`src/rtl/riscv_bus_arbiter.sv`:
```
// Two-master bus arbiter: instruction fetch and data port share one memory port,
// one transaction in flight, round-robin between masters, sticky timeout error.
module riscv_bus_arbiter #(
   parameter int TIMEOUT = 255
) (
   input  logic        clk,
   input  logic        rst,
   input  logic        if_req,
   input  logic [31:0] if_addr,
   output logic        if_gnt,
   output logic        if_rvalid,
   input  logic        d_req,
   input  logic        d_we,
   input  logic [31:0] d_addr,
   input  logic [31:0] d_wdata,
   input  logic [3:0]  d_be,
   output logic        d_gnt,
   output logic        d_rvalid,
   output logic [31:0] rdata,
   output logic        mem_req,
   output logic        mem_we,
   output logic [31:0] mem_addr,
   output logic [31:0] mem_wdata,
   output logic [3:0]  mem_be,
   input  logic        mem_ack,
   input  logic [31:0] mem_rdata,
   output logic        bus_err,
   output logic [1:0]  dbg_state_o
);

   // Handshake: a master holds req with its command stable; the single-cycle gnt
   // accepts it, and the owner's rvalid pulses one cycle after mem_ack.
   localparam logic [1:0] S_IDLE    = 2'd0;
   localparam logic [1:0] S_BUSY_IF = 2'd1;
   localparam logic [1:0] S_BUSY_D  = 2'd2;
   localparam logic [1:0] S_ERR     = 2'd3;

   localparam int CW = ($clog2(TIMEOUT + 1) > 8) ? $clog2(TIMEOUT + 1) : 8;
   localparam logic [CW-1:0] TO_LAST = CW'(TIMEOUT - 1);

   logic [1:0]    state_q, state_d;
   logic [CW-1:0] cnt_q, cnt_d;
   logic          rr_data_q, rr_data_d;
   logic          mem_req_q, mem_req_d;
   logic          mem_we_q, mem_we_d;
   logic [31:0]   mem_addr_q, mem_addr_d;
   logic [31:0]   mem_wdata_q, mem_wdata_d;
   logic [3:0]    mem_be_q, mem_be_d;
   logic [31:0]   rdata_q, rdata_d;
   logic          if_rvalid_q, if_rvalid_d;
   logic          d_rvalid_q, d_rvalid_d;
   logic          bus_err_q, bus_err_d;
   logic          if_win, d_win;

   // rr_data_q = 1 means the data port wins a simultaneous request.
   always_comb begin
      if_win = 1'b0;
      d_win  = 1'b0;
      if (!rst && state_q == S_IDLE) begin
         if (if_req && d_req) begin
            if (rr_data_q) d_win = 1'b1;
            else           if_win = 1'b1;
         end else if (if_req) begin
            if_win = 1'b1;
         end else if (d_req) begin
            d_win = 1'b1;
         end
      end
   end

   always_comb begin
      state_d     = state_q;
      cnt_d       = cnt_q;
      rr_data_d   = rr_data_q;
      mem_req_d   = mem_req_q;
      mem_we_d    = mem_we_q;
      mem_addr_d  = mem_addr_q;
      mem_wdata_d = mem_wdata_q;
      mem_be_d    = mem_be_q;
      rdata_d     = rdata_q;
      if_rvalid_d = 1'b0;
      d_rvalid_d  = 1'b0;
      bus_err_d   = bus_err_q;
      case (state_q)
         S_IDLE: begin
            if (d_win) begin
               state_d     = S_BUSY_D;
               mem_req_d   = 1'b1;
               mem_we_d    = d_we;
               mem_addr_d  = d_addr;
               mem_wdata_d = d_wdata;
               mem_be_d    = d_be;
               cnt_d       = '0;
               rr_data_d   = 1'b0;
            end else if (if_win) begin
               state_d     = S_BUSY_IF;
               mem_req_d   = 1'b1;
               mem_we_d    = 1'b0;
               mem_addr_d  = if_addr;
               mem_wdata_d = 32'h0;
               mem_be_d    = 4'hF;
               cnt_d       = '0;
               rr_data_d   = 1'b1;
            end
         end
         S_BUSY_IF, S_BUSY_D: begin
            // An ack on the final allowed cycle still completes normally.
            if (mem_ack) begin
               state_d     = S_IDLE;
               mem_req_d   = 1'b0;
               rdata_d     = mem_rdata;
               if_rvalid_d = (state_q == S_BUSY_IF);
               d_rvalid_d  = (state_q == S_BUSY_D);
            end else if (cnt_q == TO_LAST) begin
               state_d   = S_ERR;
               mem_req_d = 1'b0;
               bus_err_d = 1'b1;
               cnt_d     = cnt_q + CW'(1);
            end else begin
               cnt_d = cnt_q + CW'(1);
            end
         end
         default: begin
            mem_req_d = 1'b0;
            bus_err_d = 1'b1;
         end
      endcase
   end

   always_ff @(posedge clk) begin
      if (rst) begin
         state_q     <= S_IDLE;
         cnt_q       <= '0;
         rr_data_q   <= 1'b1;
         mem_req_q   <= 1'b0;
         mem_we_q    <= 1'b0;
         mem_addr_q  <= 32'h0;
         mem_wdata_q <= 32'h0;
         mem_be_q    <= 4'h0;
         rdata_q     <= 32'h0;
         if_rvalid_q <= 1'b0;
         d_rvalid_q  <= 1'b0;
         bus_err_q   <= 1'b0;
      end else begin
         state_q     <= state_d;
         cnt_q       <= cnt_d;
         rr_data_q   <= rr_data_d;
         mem_req_q   <= mem_req_d;
         mem_we_q    <= mem_we_d;
         mem_addr_q  <= mem_addr_d;
         mem_wdata_q <= mem_wdata_d;
         mem_be_q    <= mem_be_d;
         rdata_q     <= rdata_d;
         if_rvalid_q <= if_rvalid_d;
         d_rvalid_q  <= d_rvalid_d;
         bus_err_q   <= bus_err_d;
      end
   end

   assign if_gnt      = if_win;
   assign d_gnt       = d_win;
   assign if_rvalid   = if_rvalid_q;
   assign d_rvalid    = d_rvalid_q;
   assign rdata       = rdata_q;
   assign mem_req     = mem_req_q;
   assign mem_we      = mem_we_q;
   assign mem_addr    = mem_addr_q;
   assign mem_wdata   = mem_wdata_q;
   assign mem_be      = mem_be_q;
   assign bus_err     = bus_err_q;
   assign dbg_state_o = state_q;

endmodule
```
`config.mk`:
```
export PLATFORM = sky130hd
export DESIGN_NAME = riscv_bus_arbiter
export DESIGN_NICKNAME = d
export VERILOG_FILES = /design/src/rtl/riscv_bus_arbiter.sv
export SDC_FILE = /design/constraint.sdc
export NUM_CORES = 1
export LEC_CHECK = 0
export BUFFER_PORTS_ARGS = -buffer_cell sky130_fd_sc_hd__buf_2
export CAP_MARGIN = 15
export CORE_ASPECT_RATIO = 0.7
export CORE_MARGIN = 8
export CORE_UTILIZATION = 31
export CTS_CLUSTER_SIZE = 16
export DETAILED_ROUTE_END_ITERATION = 8
export GPL_ROUTABILITY_DRIVEN = 0
export PLACE_DENSITY = 0.68
export RECOVER_POWER = 25
export SYNTH_ARGS = -nofsm -noshare
export SYNTH_HDL_FRONTEND = slang
export SYNTH_SLANG_ARGS = --single-unit
```
`constraint.sdc`:
```
create_clock -name clk -period 2.4 [get_ports clk]
set_clock_uncertainty 0.15 [all_clocks]
set_input_delay 0.24 -clock clk [delete_from_list [all_inputs] [get_ports clk]]
set_output_delay 0.24 -clock clk [all_outputs]
set_load 0.02 [all_outputs]
```
Word-level counts from Yosys, hierarchy flattened
Index checks and enable logic that the tools add are counted.
{"block": "word_totals", "ff_bits": 116, "word_cells": 72}
{"block": "op_classes", "reduce_logical": 14, "mux": 35, "n_eq_ne": 7, "n_bitwise": 3, "add_sub_neg": 1}
{"op": "2-to-1 mux 32 bit", "count": 4}
{"op": "2-to-1 mux 8 bit", "count": 3}
{"op": "2-to-1 mux 1 bit", "count": 18}
{"op": "one-hot mux 8 bit (2 select lines)", "count": 1}
{"op": "AND reduction 3 bit", "count": 3}
{"op": "adder 8 x 1 -> 8 bit (second input constant)", "count": 1}
{"op": "== test 8 bit (second input constant)", "count": 1}
{"op": "2-to-1 mux 2 bit", "count": 4}
{"op": "2-to-1 mux 4 bit", "count": 2}
{"op": "inequality test 3 bit (second input constant)", "count": 2}
{"op": "AND reduction 2 bit", "count": 3}
{"op": "inequality test 2 bit (second input constant)", "count": 2}
{"op": "one-hot mux 1 bit (2 select lines)", "count": 2}
{"op": "one-hot mux 2 bit (2 select lines)", "count": 1}
{"op": "nonzero test 2 bit", "count": 2}
{"op": "inverter 1 bit", "count": 3}
{"op": "OR reduction 3 bit", "count": 1}
{"op": "== test 2 x 1 -> 1 bit (second input constant)", "count": 1}
{"op": "== test 2 bit (second input constant)", "count": 1}
{"op": "logical AND 1 bit", "count": 2}
{"op": "logical NOT 2 bit", "count": 1}
{"op": "OR reduction 2 bit", "count": 1}
{"op": "logical NOT 1 bit", "count": 1}

Depth between registers and ports, before layout
{"block": "depth", "word_depth": 6, "ltp_mapped": 10}

Worst setup path after synthesis
No wires, ideal clock.
{"block": "synth_timing", "path_kind": "flip-flop to flip-flop", "startpoint": "register state_q[0] (netlist: dbg_state_o[0])", "endpoint": "register mem_addr_q[22] (netlist: mem_addr[22])", "arrival_time_ns": 1.775, "synth_period_minus_slack_ns": 2.052, "required_time_ns": 2.122, "path_slack_ns": 0.348, "stages_incl_launch_ff": 10, "n_path_buf": 3, "path_cell_list": "dfxtp_1 inv_1 ha_1 buf_6 nor2b_4 and3_1 buf_2 buf_6 a222oi_1 nor2_1"}
{"block": "synth_via", "elab_chain_cells": 5, "elab_cells_between_ends": 7, "cone_classes": "mux (3); reduce/logical (4)"}
{"element": "from (decl)", "line": "41", "rtl": "logic [1:0] state_q, state_d;"}
{"element": "from (signal assigned)", "line": "145", "rtl": "state_q <= state_d;"}
{"element": "logical NOT 2 bit", "line": "59", "rtl": "if (!rst && state_q == S_IDLE) begin"}
{"element": "logical AND 1 bit", "line": "59"}
{"element": "2-to-1 mux 1 bit", "line": "59"}
{"element": "net if_gnt", "line": "10", "rtl": "output logic if_gnt,"}
{"element": "nonzero test 2 bit (no source line)"}
{"element": "AND reduction 2 bit (no source line)"}
{"element": "to (signal assigned)", "line": "150", "rtl": "mem_addr_q <= mem_addr_d;"}
{"element": "to (decl)", "line": "46", "rtl": "logic [31:0] mem_addr_q, mem_addr_d;"}
The timed path passes the listed nets, and every way through them passes these cells.
A chain may end at the register's enable or synchronous reset.

Worst setup path after layout
{"block": "layout_timing", "startpoint": "register state_q[0] (netlist: dbg_state_o[0])", "endpoint": "output if_gnt"}
{"block": "layout_via", "elab_chain_cells": 3}
{"element": "logical NOT 2 bit", "line": "59"}
{"element": "logical AND 1 bit", "line": "59"}
{"element": "2-to-1 mux 1 bit", "line": "59"}
{"element": "to (decl)", "line": "10"}
No other way between the ends.

==> flow_summary.json <==
{
  "worst_slew_pin_slew_ns": 0.446,
  "h-tree-depth": 4,
  "critical_path_class": "reg -> out",
  "cap_violations": 0,
  "wl_met3_um": 1310,
  "whs_ns": -0.00548,
  "worstPathCellList": "inv_1 -> ha_1 -> nor2b_4 -> and3_2 -> buf_12 -> buf_2",
  "chipHeight_um": 115,
  "root_buffer": "clkbuf_16",
  "synth_area_um2": 4360,
  "fp.dieW_um": 158,
  "yosysWarningCount": 0,
  "fillCellCount": 1201,
  "status": "complete, but fails checks",
  "multiInputGateArea_um2": 1800,
  "first_pass_iters": 6,
  "cts_tree": "yes",
  "topRoutingLayerUsed": "met4",
  "syn_avg_cell_area_um2": 9.05,
  "timing.rr.start": "dbg_state_o[0]",
  "fmax_mhz": 439,
  "crit_path_start_kind": "register",
  "setup_viol": 0,
  "dieArea_um2": 18200,
  "boundaryPins": 247,
  "grt_pass1_vias": 5284,
  "r2r_end": "mem_addr[29]",
  "synth.distinct_cells": 39,
  "numClockSinks": 116,
  "crit_required_ns": 2.01,
  "slowest_delay_ns": 0.32,
  "place_inst": 888,
  "finalHoldViolations": 1,
  "via_count": 5156,
  "cellPowerDensity_nw_per_um2": 979,
  "netlist_instances": 482,
  "fin_util": 0.556,
  "p_leak_nw": 3.29,
  "wl_met1_um": 6920,
  "final_common_cell": "buf_2",
  "path_clk_slew_ns": 0.06,
  "cts_buffer_depth": 2,
  "ys_seq_area_frac": 0.532,
  "hold_path.class": "in -> reg",
  "rsz0062_at_grt": "false",
  "failed_checks": "negative hold slack",
  "layout_min_cycle_time_ns": 2.28,
  "globalRoute.totalOverflow": 0,
  "antenna_found_initial": 0,
  "drt_iter0_markers": 617,
  "r2r_slack_ns": 0.15,
  "met2WireLength_um": 8710,
  "hold_depth": 3,
  "finalNonFillerCells": 1056,
  "cts_buffers": 17,
  "syn_to_final_growth_pct": 76.2,
  "regArea_um2": 2320,
  "layout-drive-gt1-share": 0.279,
  "coreArea_um2": 13800,
  "finalPower_mw": 7.53,
  "nNetsFinal": 991,
  "slew_headroom": 0.694,
  "grt_pass1_wl_um": 27000,
  "synth_nets": 625,
  "period_share": 0.949,
  "io_buffers": 246,
  "synthFlopType": "dfxtp_1",
  "via_per_inst": 4.88,
  "setup_tns_ns": 0,
  "critPathArrivalTime_ns": 1.89,
  "start_util": 0.316,
  "hold_start": "d_addr[27]",
  "worst_setup_path_end_kind": "primary output",
  "ys_async_sr_fraction": 0,
  "drcViolationCount": 0,
  "drt_wl_total_um": 17400,
  "wire_per_inst_um": 16.4,
  "grt_use_total": 0.185,
  "grt_max_degree": 63,
  "clk_latency_ns": 0.39,
  "min_to": "mem_addr[27]",
  "finalMaxSlewViolations": 0,
  "std_cell_rows": 36,
  "worst_path_max_delay_cell": "dfxtp_1",
  "postCtsSetupRepairBufs": 0,
  "dpl.hpwl_um": 10400,
  "crit_fanout": 31,
  "ant_nets": 0,
  "max-vdd-ir-drop_mv": 0.446,
  "synth.ff_latch_count": 116,
  "final_cell_mix": "buf_2, dlygate4sd3_1, dfxtp_1",
  "rr_worst_depth": 8,
  "synth_edf_count": 0
}
layer usage:
metal	vias up	global-route usage
met4	0	0.105
met1	2435	0.211
met3	39	0.0496
met5	-	0
li1	2466	-
met2	216	0.311
report_power, final:
part | switching (mW) | leakage, nW | internal [mW] | total (mW)
clock network | 0.899 | 0.317 | 1.98 | 2.88
logic | 1.36 | 2.03 | 0.847 | 2.21
registers | 0.183 | 0.946 | 2.26 | 2.45
total | 2.44 | 3.29 | 5.09 | 7.53
registers in the layout (all words and copies together) (netlist names):
name,count
mem_be,4
mem_addr,32
dbg_state_o,2
bus_err,1
if_rvalid,1
rr_data_q,1
mem_req,1
mem_we,1
cnt_q,8
d_rvalid,1
rdata,32
mem_wdata,32
worst max-delay path: cells and delay by family (launching register included):
| family | cells | cell delay [ns] |
|---|---|---|
| buffers and inverters | 3 | 0.53 |
| and+or+nand+nor | 2 | 0.45 |
| DFF | 1 | 0.32 |
| adders and majority gates | 1 | 0.18 |
cell usage after synthesis (4+ instances only):
cell type  number  area (um2)
a22oi_1        33         248
clkbuf_1       18        67.6
ha_1            5        62.6
nand2_1        74         278
a21oi_1        39         195
dfxtp_1       116        2320
buf_2          16        80.1
inv_1           6        22.5
a31oi_1         5        31.3
buf_6           6        67.6
nor2_1         81         304
a222oi_1       32         320
nor3_1          4        20.0
o21ai_0         9        45.0
worst max path at each step:
stage	from	to	slack [ns]	depth (start not counted)
floorplan	dbg_state_o[0]	mem_addr[22]	0.35	9
global placement	dbg_state_o[1]	cnt_q[3]	0.41	5
detailed placement	dbg_state_o[1]	cnt_q[5]	0.31	6
CTS	dbg_state_o[0]	d_gnt	0.07	7
global route	dbg_state_o[0]	d_gnt	0.02	7
finish	dbg_state_o[0]	if_gnt	0.12	6
layout make-up:
class	count	area share
tap	190	0.0309
multi-input combinational	319	0.235
clock buffer	20	0.0581
clock inverter	12	0.0293
inverter	7	0.00374
antenna	5	0.00163
timing repair buffer	387	0.340
sequential	116	0.302
through the flow:
stage / setup slack [ns] / area, um2
finish: 0.123 / 7690
global placement: 0.415 / 5760
CTS: 0.0702 / 7760
global route: 0.0154 / 7680
floorplan: 0.348 / 4360
detailed placement: 0.311 / 5760
cell families after synthesis:
| kind of cell | count (synthesis) | synth area share |
|---|---|---|
| muxes | 2 | 0.00459 |
| DFF | 116 | 0.532 |
| adders and majority gates | 5 | 0.0143 |
| and+or+nand+nor | 182 | 0.176 |
| buffers and inverters | 47 | 0.0553 |
| AOI/OAI and AO/OA | 130 | 0.217 |
repair_timing:
action / 4_1_cts / 5_1_grt
gates resized for setup: 0 / 3
endpoints found under the hold margin: 101 / 0
hold buffers: 133 / 0
setup endpoints to repair: 0 / 5
Note: power is estimated with default switching activity, not from simulation.
